<file path="config.mk">
export PLATFORM = sky130hd
export DESIGN_NAME = dino_motion_ctrl
export DESIGN_NICKNAME = d
export VERILOG_FILES = /design/src/rtl/dino_motion_ctrl.sv
export SDC_FILE = /design/constraint.sdc
export NUM_CORES = 1
export LEC_CHECK = 0
export CORE_UTILIZATION = 37
export CTS_CLUSTER_SIZE = 8
export DETAILED_ROUTE_END_ITERATION = 7
export PLACE_DENSITY_LB_ADDON = 0.15
export SKIP_CTS_REPAIR_TIMING = 1
export SYNTH_ARGS = -nofsm -noshare
export SYNTH_HDL_FRONTEND = slang
export SYNTH_SLANG_ARGS = --single-unit
export TNS_END_PERCENT = 5
</file>
<file path="constraint.sdc">
create_clock -name clk -period 4.4 [get_ports clk]
set_clock_uncertainty 0.1 [all_clocks]
set_input_delay 0.88 -clock clk [delete_from_list [all_inputs] [get_ports clk]]
set_output_delay 0.88 -clock clk [all_outputs]
set_load 0.05 [all_outputs]
</file>
<file path="src/rtl/dino_motion_ctrl.sv">
// Per-frame dino physics: jump / gravity / fast-fall / duck, stepped once per
// screenEnd rising edge, driving VGAController's dino_x/dino_y.
module dino_motion_ctrl #(
  parameter int GROUND_Y = 275,
  parameter int DINO_X   = 80,
  parameter int JUMP_VEL = 12,
  parameter int GRAVITY  = 1,
  parameter int MAX_FALL = 12
) (
  input  logic        clk,
  input  logic        reset,
  input  logic        screenEnd,
  input  logic        up,
  input  logic        down,
  output logic [31:0] dino_x,
  output logic [31:0] dino_y,
  output logic        airborne,
  output logic        ducking,
  output logic [15:0] jump_count
);

  localparam logic [1:0] RUN  = 2'd0;
  localparam logic [1:0] DUCK = 2'd1;
  localparam logic [1:0] RISE = 2'd2;
  localparam logic [1:0] FALL = 2'd3;

  localparam logic [9:0] GROUND    = 10'(GROUND_Y);
  localparam logic [9:0] TAKEOFF_Y = 10'(GROUND_Y - JUMP_VEL);
  localparam logic [7:0] TAKEOFF_V = 8'(JUMP_VEL - GRAVITY);
  localparam logic [7:0] GR        = 8'(GRAVITY);
  localparam logic [7:0] GR2       = 8'(2 * GRAVITY);
  localparam logic [7:0] MF        = 8'(MAX_FALL);

  logic [1:0]  state;
  logic [9:0]  y;
  logic [7:0]  vel;
  logic        jump_req, screenEnd_d, up_d, armed;

  logic        tick, up_edge, jump_now;
  logic [7:0]  g_eff, vn;
  logic [8:0]  vsum;
  logic [10:0] yn;
  logic [9:0]  y_rise;

  // armed blocks the phantom edge seen when screenEnd is already high as reset
  // releases (screenEnd_d restarts at 0); the first real tick needs a low first.
  assign tick     = screenEnd & ~screenEnd_d & armed;
  assign up_edge  = up & ~up_d;
  assign jump_now = jump_req | up_edge;

  always_comb begin
    g_eff  = down ? GR2 : GR;
    vsum   = {1'b0, vel} + {1'b0, g_eff};
    vn     = (vsum > {1'b0, MF}) ? MF : vsum[7:0];
    yn     = {1'b0, y} + {3'b0, vn};
    y_rise = (y > {2'b0, vel}) ? (y - {2'b0, vel}) : 10'd0;
  end

  always_ff @(posedge clk or posedge reset) begin
    if (reset) begin
      state       <= RUN;
      y           <= GROUND;
      vel         <= 8'd0;
      jump_req    <= 1'b0;
      screenEnd_d <= 1'b0;
      up_d        <= 1'b0;
      armed       <= 1'b0;
      jump_count  <= 16'd0;
    end else begin
      screenEnd_d <= screenEnd;
      up_d        <= up;
      if (!screenEnd) armed <= 1'b1;

      if (tick)         jump_req <= 1'b0;
      else if (up_edge) jump_req <= 1'b1;

      if (tick) begin
        case (state)
          RUN, DUCK: begin
            if (jump_now) begin
              y          <= TAKEOFF_Y;
              vel        <= TAKEOFF_V;
              state      <= RISE;
              jump_count <= jump_count + 16'd1;
            end else begin
              y     <= GROUND;
              state <= down ? DUCK : RUN;
            end
          end
          RISE: begin
            y <= y_rise;
            if (vel <= g_eff) begin
              vel   <= 8'd0;
              state <= FALL;
            end else begin
              vel <= vel - g_eff;
            end
          end
          default: begin
            // Clamp the landing frame to the ground line.
            if (yn >= {1'b0, GROUND}) begin
              y     <= GROUND;
              vel   <= 8'd0;
              state <= down ? DUCK : RUN;
            end else begin
              y   <= yn[9:0];
              vel <= vn;
            end
          end
        endcase
      end
    end
  end

  assign dino_x   = 32'(DINO_X);
  assign dino_y   = {22'd0, y};
  assign airborne = (state == RISE) || (state == FALL);
  assign ducking  = (state == DUCK);

endmodule

</file>
* After elaboration in Yosys (flattened, before gate mapping)
Cells that the tools add are included.
** Operators by class
- $add $sub $neg :: 5
- Order comparisons :: 4
- Equal/unequal tests :: 5
- Mux-type cells :: 17
- Bitwise operators :: 6
- Reductions and logical operators :: 8
** Operator list (count)
- $mux W8 :: 4
- $mux W10 :: 2
- $pmux W10 S2 :: 1
- $add A16 B1 Y16 const B :: 1
- $pmux W8 S2 :: 1
- $add A10 B8 Y11 :: 1
- $ge A11 B9 Y1 const B :: 1
- $gt A10 B8 Y1 :: 1
- $sub A10 B8 Y10 :: 1
- $add A8 B2 Y9 :: 1
- $gt A9 B4 Y1 const B :: 1
- $le A8 B2 Y1 :: 1
- $mux W2 :: 4
- $sub A8 B2 Y8 :: 1
- $reduce_and A3 Y1 :: 2
- $mux W5 :: 1
- $eq A2 B2 Y1 const B :: 2
- $ne A2 B2 Y1 const B :: 2
- $pmux W2 S2 :: 1
- $and A1 B1 Y1 :: 3
- $mux W1 :: 3
- $reduce_bool A3 Y1 :: 1
- $eq A2 B1 Y1 const B :: 1
- $logic_not A2 Y1 :: 1
- 6 further kinds :: 7
** Word-level totals
- Flip-flop bits (word level) :: 40
- Bits of input ports :: 5
- Output and inout port bits :: 82
- Word-level logic and storage cells :: 53

* Logic depth before layout (Yosys ltp)
Gate-level depths: netlist (run 1).
- Depth after elaboration :: 8
- Depth in mapped cells :: 21
- Gate-level depth less buffers :: 20

* Least setup slack after synthesis (run 1)
OpenSTA, ideal clock, no wires.
- Path kind :: input -> register
- From :: input down
- To :: register vel[2]
- Library setup time :: 0.094 ns
- Arrival time :: 4.835 ns
- Data required time :: 4.206 ns
- Path slack :: -0.629 ns
- Stages :: 20
- Buffers on the path :: 0
- Cells stage by stage :: inv_1 > ha_1 > inv_1 > fa_1 > nand2b_1 > or4b_1 > o31a_1 > nand2_1 > o21a_1 > nor2b_1 > ha_1 > inv_1 > fa_1 > nor2b_4 > o31a_2 > o22ai_2 > xnor2_1 > o41ai_4 > nand2_2 > a221oi_2
** On the way
- Cells in the longest elaborated chain, start to end :: 8
- Elaborated cells between the ends (all ways) :: 11
- Classes of those cells :: 3 x add/sub; 3 x order compare; 5 x mux
** RTL lines
- from (decl) :: line 14 : input logic down,
- $mux W2 (*) :: line 52 : g_eff = down ? GR2 : GR;
- $add A8 B2 Y9 :: line 53 : vsum = {1'b0, vel} + {1'b0, g_eff};
- $gt A9 B4 Y1 :: line 54 : vn = (vsum > {1'b0, MF}) ? MF : vsum[7:0];
- $mux W8 :: line 54
- $add A10 B8 Y11 :: line 55 : yn = {1'b0, y} + {3'b0, vn};
- $ge A11 B9 Y1 :: line 101 : if (yn >= {1'b0, GROUND}) begin
- $mux W8 :: line 101
- $pmux W8 S2 (*) :: line 78 : case (state)
- to (signal assigned) :: line 96 : vel <= vel - g_eff;
- to (signal assigned) :: line 107 : vel <= vn;
- to (decl) :: line 36 : logic [7:0] vel;
Mark *: on every way between the ends. The rest lies on a longest branch, timed or not.
A chain may end at the register's enable or synchronous reset.

* Final worst setup path (run 1)
Ends and elaborated chain as after synthesis.

==> results of run 1 <==
[kinds of logic after synthesis]
group                    share of synthesized area, %
buffers and inverters                            15.9
other                                           0.216
AND/OR/NAND/NOR                                  17.4
AO/OA/AOI/OAI                                    19.8
adder cells (fa/ha/maj)                          9.86
multiplexers                                    0.899
XOR/XNOR                                         7.05
flip-flops                                       28.9
[per-layer routing]
layer | GRT usage (%) | wire, um | vias up
li1 | - | - | 1458
met1 | 25.8 | 4270 | 1466
met2 | 29.2 | 4010 | 95
met3 | 2.41 | 369 | 6
met4 | 3.79 | 44 | 0
met5 | 0 | 0 | -
[power groups by stage]
stage | Clock, mW | Combinational (mW) | Sequential (mW)
final | 0.333 | 2.95 | 0.634
after global routing | 0.351 | 3.20 | 0.650
after CTS | 0.336 | 2.68 | 0.622
after detailed placement | 0 | 2.65 | 0.629
after global placement | 0 | 2.65 | 0.631
after floorplan | 0 | 1.67 | 0.752
[critical path, cell delays in order]
cell	delay [ns]
buf_8	0.10
clkinvlp_4	0.11
ha_4	0.14
inv_2	0.04
fa_2	0.35
nand2b_4	0.15
or4b_1	0.52
o31a_1	0.14
nand2_1	0.07
o21a_1	0.17
nor2b_1	0.16
ha_2	0.20
inv_2	0.04
fa_2	0.54
and2b_2	0.22
o31a_1	0.26
o41ai_4	0.22
buf_6	0.18
nand2_4	0.07
a221oi_2	0.22
[worst min path at each step]
stage / end / from / slack, ns
5_1_grt: armed / armed / 0.40
4_1_cts: armed / armed / 0.38
6_report: armed / armed / 0.37
2_1_floorplan: armed / armed / 0.33
3_3_place_gp: armed / armed / 0.36
3_5_place_dp: armed / armed / 0.35
[through the flow]
step / utilization, % / power (mW) / TNS [ns]
floorplan: - / 2.42 / -4.37
global placement: 43.5 / 3.28 / -12.98
detailed placement: 43.5 / 3.28 / -14.60
CTS: 44.7 / 3.64 / -10.28
global route: 46.6 / 4.20 / -4.77
finish: 46.6 / 3.92 / -2.45
[cell usage in the layout (no fill, tap or decap), types with 10 or more instances in the layout]
master,instances
clkdlybuf4s50_1,31
nand2_1,37
o21ai_0,16
buf_4,42
ha_1,18
xnor2_1,19
a21oi_1,19
conb_1,58
nor2_1,34
dfrtp_1,36
nand3_1,10
inv_1,23
[final cells by class]
| cell class | count | area share, % |
|---|---|---|
| clock buffer | 5 | 1.61 |
| clock inverter | 3 | 1.09 |
| inverter | 27 | 2.46 |
| multi-input combinational | 334 | 52.7 |
| sequential | 40 | 23.6 |
| tap | 111 | 3.26 |
| timing repair buffer | 75 | 15.3 |
[sequential cells by signal, indices dropped and copies added (netlist names)]
| register | count |
|---|---|
| jump_count | 16 |
| up_d | 1 |
| state | 2 |
| armed | 1 |
| vel | 8 |
| screenEnd_d | 1 |
| jump_req | 1 |
| y | 10 |
==> flow_summary.yaml, run 1 <==
power:
  power.internal_mw: 1.99
  p_leak_nw: 1.95
  pwr-share-comb_pct: 75.3
  switching_share_pct: 49.3
  clockPowerShare_pct: 8.5
  power_frac_seq_pct: 16.2
  power.net_switching_mw: 1.93
  power_density_nw_per_um2: 918
  irDropWorstVdd_uv: 384
final_layout:
  drive_gt1_share_pct: 18.6
  final_nets: 513
  antennaDiodeCount: 0
  fillers: 922
  fin_cells: 595
  finalInstanceArea_um2: 4270
  seq_area_um2: 1010
  multi_input_area_um2: 2250
  syn2layout_area_growth_pct: 22.6
setup_path:
  r2r-start: "vel[0]"
  critPathRequiredTime_ns: 4.52
  critical_path_arrival_ns: 4.76
  crit_path_end: "vel[2]"
  critPathLaunch: "down"
  reg2regPathDepth: 18
  cp-start-kind: "input port"
  critical_path_class: "in2reg"
  r2r_setup_slack_ns: 0.07
  crit_path_end_kind: "flip-flop"
  reg2reg_to: "vel[2]"
  cp_max_fo: 8
drt:
  remaining_drc_errors: 0
  drt_iter0_drc: 171
  routedWlPerCell_um: 14.6
  wl_um: 8690
  vias_per_cell: 5.08
  ant_nets: 0
  dr_total_vias: 3025
  dr.pass1.iters: 6
timing:
  slew_viol_final: 0
  setup_viol: 15
  fin_crit_ns: 4.64
  slew-limit-headroom_pct: 52.8
  layout_setup_ws_ns: -0.240
  rsz0062_at_grt: "yes"
  hold_slack_ns: 0.373
  max_freq_mhz: 216
  worst_pin_slew_ns: 0.709
  fin_crit_sh_pct: 105
  hold_viol: 0
logic_synthesis:
  synth_top_area_share_pct: 25.9
  synthDistinctLibCells: 63
  synth.most_common_cell: "buf_4"
  synth_commonest_cells: "54 x buf_4, 37 x nand2_1, 36 x dfrtp_1"
  synth_seq_cells: 40
  netlist_instances: 408
  async_flop_share_pct: 100
  synth_edf_count: 0
  ys_warn_count: 0
  ys_top_cells_by_area: "dfrtp_1 26%, buf_4 12%, ha_1 7.6%, xnor2_1 5.0%, nand2_1 4.0%"
  yosysTopAreaCell: "dfrtp_1"
  synth_flop_cell: "dfrtp_1"
  ys_seq_area_share_pct: 28.9
  synth_area_um2: 3480
  avgSynthCellArea_um2: 8.53
die:
  core_um2: 9150
  pin_count: 87
  die_x_um: 99.0
  fp.dieH_um: 99.0
  row_count: 35
  initial_core_util_pct: 38.0
  die-area_um2: 9790
clocking:
  cts_buffers: 5
  cts_root_buf: "clkbuf_8"
  cts.sinks: 40
  worstSkewPairLatency_ns: 0.31
  cts_tree: "done"
  htree_levels: 2
  cts.clk_slew.worst_paths_ns: 0.10
  clockBufferDepth: 2
worst_hold_path:
  hold_path_class: "reg2reg"
  holdPathStages: 1
global_route:
  grt_antenna_before_repair: 0
  grt_max_degree: 41
  grt_pass1_vias: 2839
  grt_pass1_wl_um: 14200
  gr-total-overflow: 0
  grt_use_total_pct: 18.1
placed_design:
  gp_congestion: 0.906
  dp_slack_ns: -1.07
  placed_cell_area_um2: 3980
  dp.cells: 581
  port-buffer-count: 32
  dp_hpwl_um: 6460
status:
  status: "complete, but fails checks"
  violations: "setup timing"
flow_run:
  max_cap_viol_count: 0
No activity file was read; power rests on OpenSTA's default activity.
==> run 2, diff against run 1 <==
--- a/config.mk
+++ b/config.mk
@@ -10,6 +10,7 @@
 export DETAILED_ROUTE_END_ITERATION = 7
 export PLACE_DENSITY_LB_ADDON = 0.15
 export SKIP_CTS_REPAIR_TIMING = 1
+export SLEW_MARGIN = 20
 export SYNTH_ARGS = -nofsm -noshare
 export SYNTH_HDL_FRONTEND = slang
 export SYNTH_SLANG_ARGS = --single-unit
==> results of run 2 <==
Final layout, timing and power as in run 1 (identical DEF).
==> run 3, diff against run 2 <==
--- a/config.mk
+++ b/config.mk
@@ -5,6 +5,7 @@
 export SDC_FILE = /design/constraint.sdc
 export NUM_CORES = 1
 export LEC_CHECK = 0
+export CORE_ASPECT_RATIO = 1.25
 export CORE_UTILIZATION = 37
 export CTS_CLUSTER_SIZE = 8
 export DETAILED_ROUTE_END_ITERATION = 7
==> flow_summary.yaml, run 3 (same netlist as run 1, synthesis figures left out) <==
status:
  status: "complete, but fails checks"
  violations: "setup timing"
clocking:
  clockBufferDepth: 2
  cts_root_buf: "clkbuf_16"
  cts_buffers: 5
  worstSkewPairLatency_ns: 0.28
  htree_levels: 2
  cts.clk_slew.worst_paths_ns: 0.06
  cts.sinks: 40
  cts_tree: "done"
final_layout:
  layout_commonest_cell: "conb_1"
  multi_input_area_um2: 2290
  finalInstanceArea_um2: 4370
  final_nets: 512
  fin_util_pct: 47.9
  largest_reg_flops: 16
  seq_area_um2: 1010
  largest_registers: "jump_count x16, y x10, vel x8"
  drive_gt1_share_pct: 19.3
  largest_register: "jump_count"
  layout_common_cells: "58 x conb_1, 41 x buf_4, 37 x nand2_1"
  fillers: 916
  antennaDiodeCount: 0
  syn2layout_area_growth_pct: 25.6
global_route:
  grt_antenna_before_repair: 0
  grt_pass1_wl_um: 13400
  grt_use_total_pct: 17.6
  gr-total-overflow: 0
  grt_pass1_vias: 2662
  grt_max_degree: 41
timing:
  slew-limit-headroom_pct: 52.8
  hold_viol: 0
  slew_viol_final: 0
  layout_setup_ws_ns: -0.235
  rsz0062_at_grt: "yes"
  fin_crit_sh_pct: 105
  setup_viol: 15
  fin_crit_ns: 4.64
  hold_slack_ns: 0.372
  worst_pin_slew_ns: 0.708
  max_freq_mhz: 216
die:
  die_x_um: 88.7
  row_count: 39
  pin_count: 87
  fp.dieH_um: 110
  core_um2: 9130
  initial_core_util_pct: 38.1
  die-area_um2: 9800
drt:
  wl_um: 8520
  dr.pass1.iters: 4
  dr_total_vias: 2926
  drt_iter0_drc: 93
  ant_nets: 0
  vias_per_cell: 4.83
  remaining_drc_errors: 0
  routedWlPerCell_um: 14.1
power:
  p_leak_nw: 1.99
  irDropWorstVdd_uv: 270
  power_density_nw_per_um2: 920
setup_path:
  critical_path_class: "in2reg"
  critical_path_arrival_ns: 4.72
  cp-start-kind: "input port"
  cp_max_fo: 8
  crit_path_end_kind: "flip-flop"
  critPathRequiredTime_ns: 4.49
placed_design:
  dp_hpwl_um: 6490
  port-buffer-count: 32
  gp_congestion: 0.821
  placed_cell_area_um2: 3990
worst_hold_path:
  hold_path_class: "reg2reg"
flow_run:
  max_cap_viol_count: 0
## run 3: final timing paths
kind / startpoint / endpoint / slack, ns / cells after the start
min in group asynchronous: reset / jump_count[15] / 0.93 / 3
max in group asynchronous: reset / y[4] / 2.89 / 3
worst max register to register: vel[0] / vel[0] / 0.11 / 18
worst min-delay path: armed / armed / 0.37 / 1
worst max-delay path: down / vel[0] / -0.24 / 20
worst min register to register: armed / armed / 0.37 / 1
## run 3: area by class of cell
type | instances | share of cell area (%)
Sequential cell | 40 | 23.0
Timing Repair Buffer | 74 | 14.8
Inverter | 27 | 2.41
Clock inverter | 3 | 0.974
Multi-Input combinational cell | 334 | 52.4
Tap cell | 123 | 3.52
Clock buffer | 5 | 2.86
## run 3: report_power, final
group          switching [mW]  internal, mW
clock network           0.149         0.266
registers               0.169         0.468
logic                    1.59          1.37
total                    1.91          2.11
## run 3: metrics by stage
step	setup WS [ns]	power, mW	cells	TNS, ns
after detailed placement	-1.06	3.29	592	-14.79
after global routing	-0.458	4.31	606	-5.40
after CTS	-0.799	3.74	600	-10.82
after floorplan	-0.425	2.42	464	-4.37
final	-0.235	4.02	606	-2.18
after global placement	-0.991	3.29	592	-13.90
## run 3: worst max-delay path, cell delays in order
cell and delay, ns:
buf_8 0.10, clkinvlp_4 0.09, ha_4 0.13, inv_2 0.04, fa_2 0.38, nand2b_4 0.15, or4b_1 0.50, o31a_1 0.14
nand2_1 0.08, o21a_1 0.18, nor2b_4 0.19, ha_4 0.14, inv_2 0.03, fa_2 0.54, and2b_2 0.22, o31a_1 0.27
o41ai_4 0.22, buf_6 0.18, a31oi_1 0.09, o31ai_1 0.19
## run 3: layer usage
| metal | vias up | GRT usage, % | wire, um |
|---|---|---|---|
| li1 | 1460 | - | - |
| met2 | 76 | 31.0 | 4390 |
| met5 | - | 0 | 0 |
| met1 | 1381 | 22.7 | 3740 |
| met3 | 9 | 2.24 | 274 |
| met4 | 0 | 3.33 | 118 |
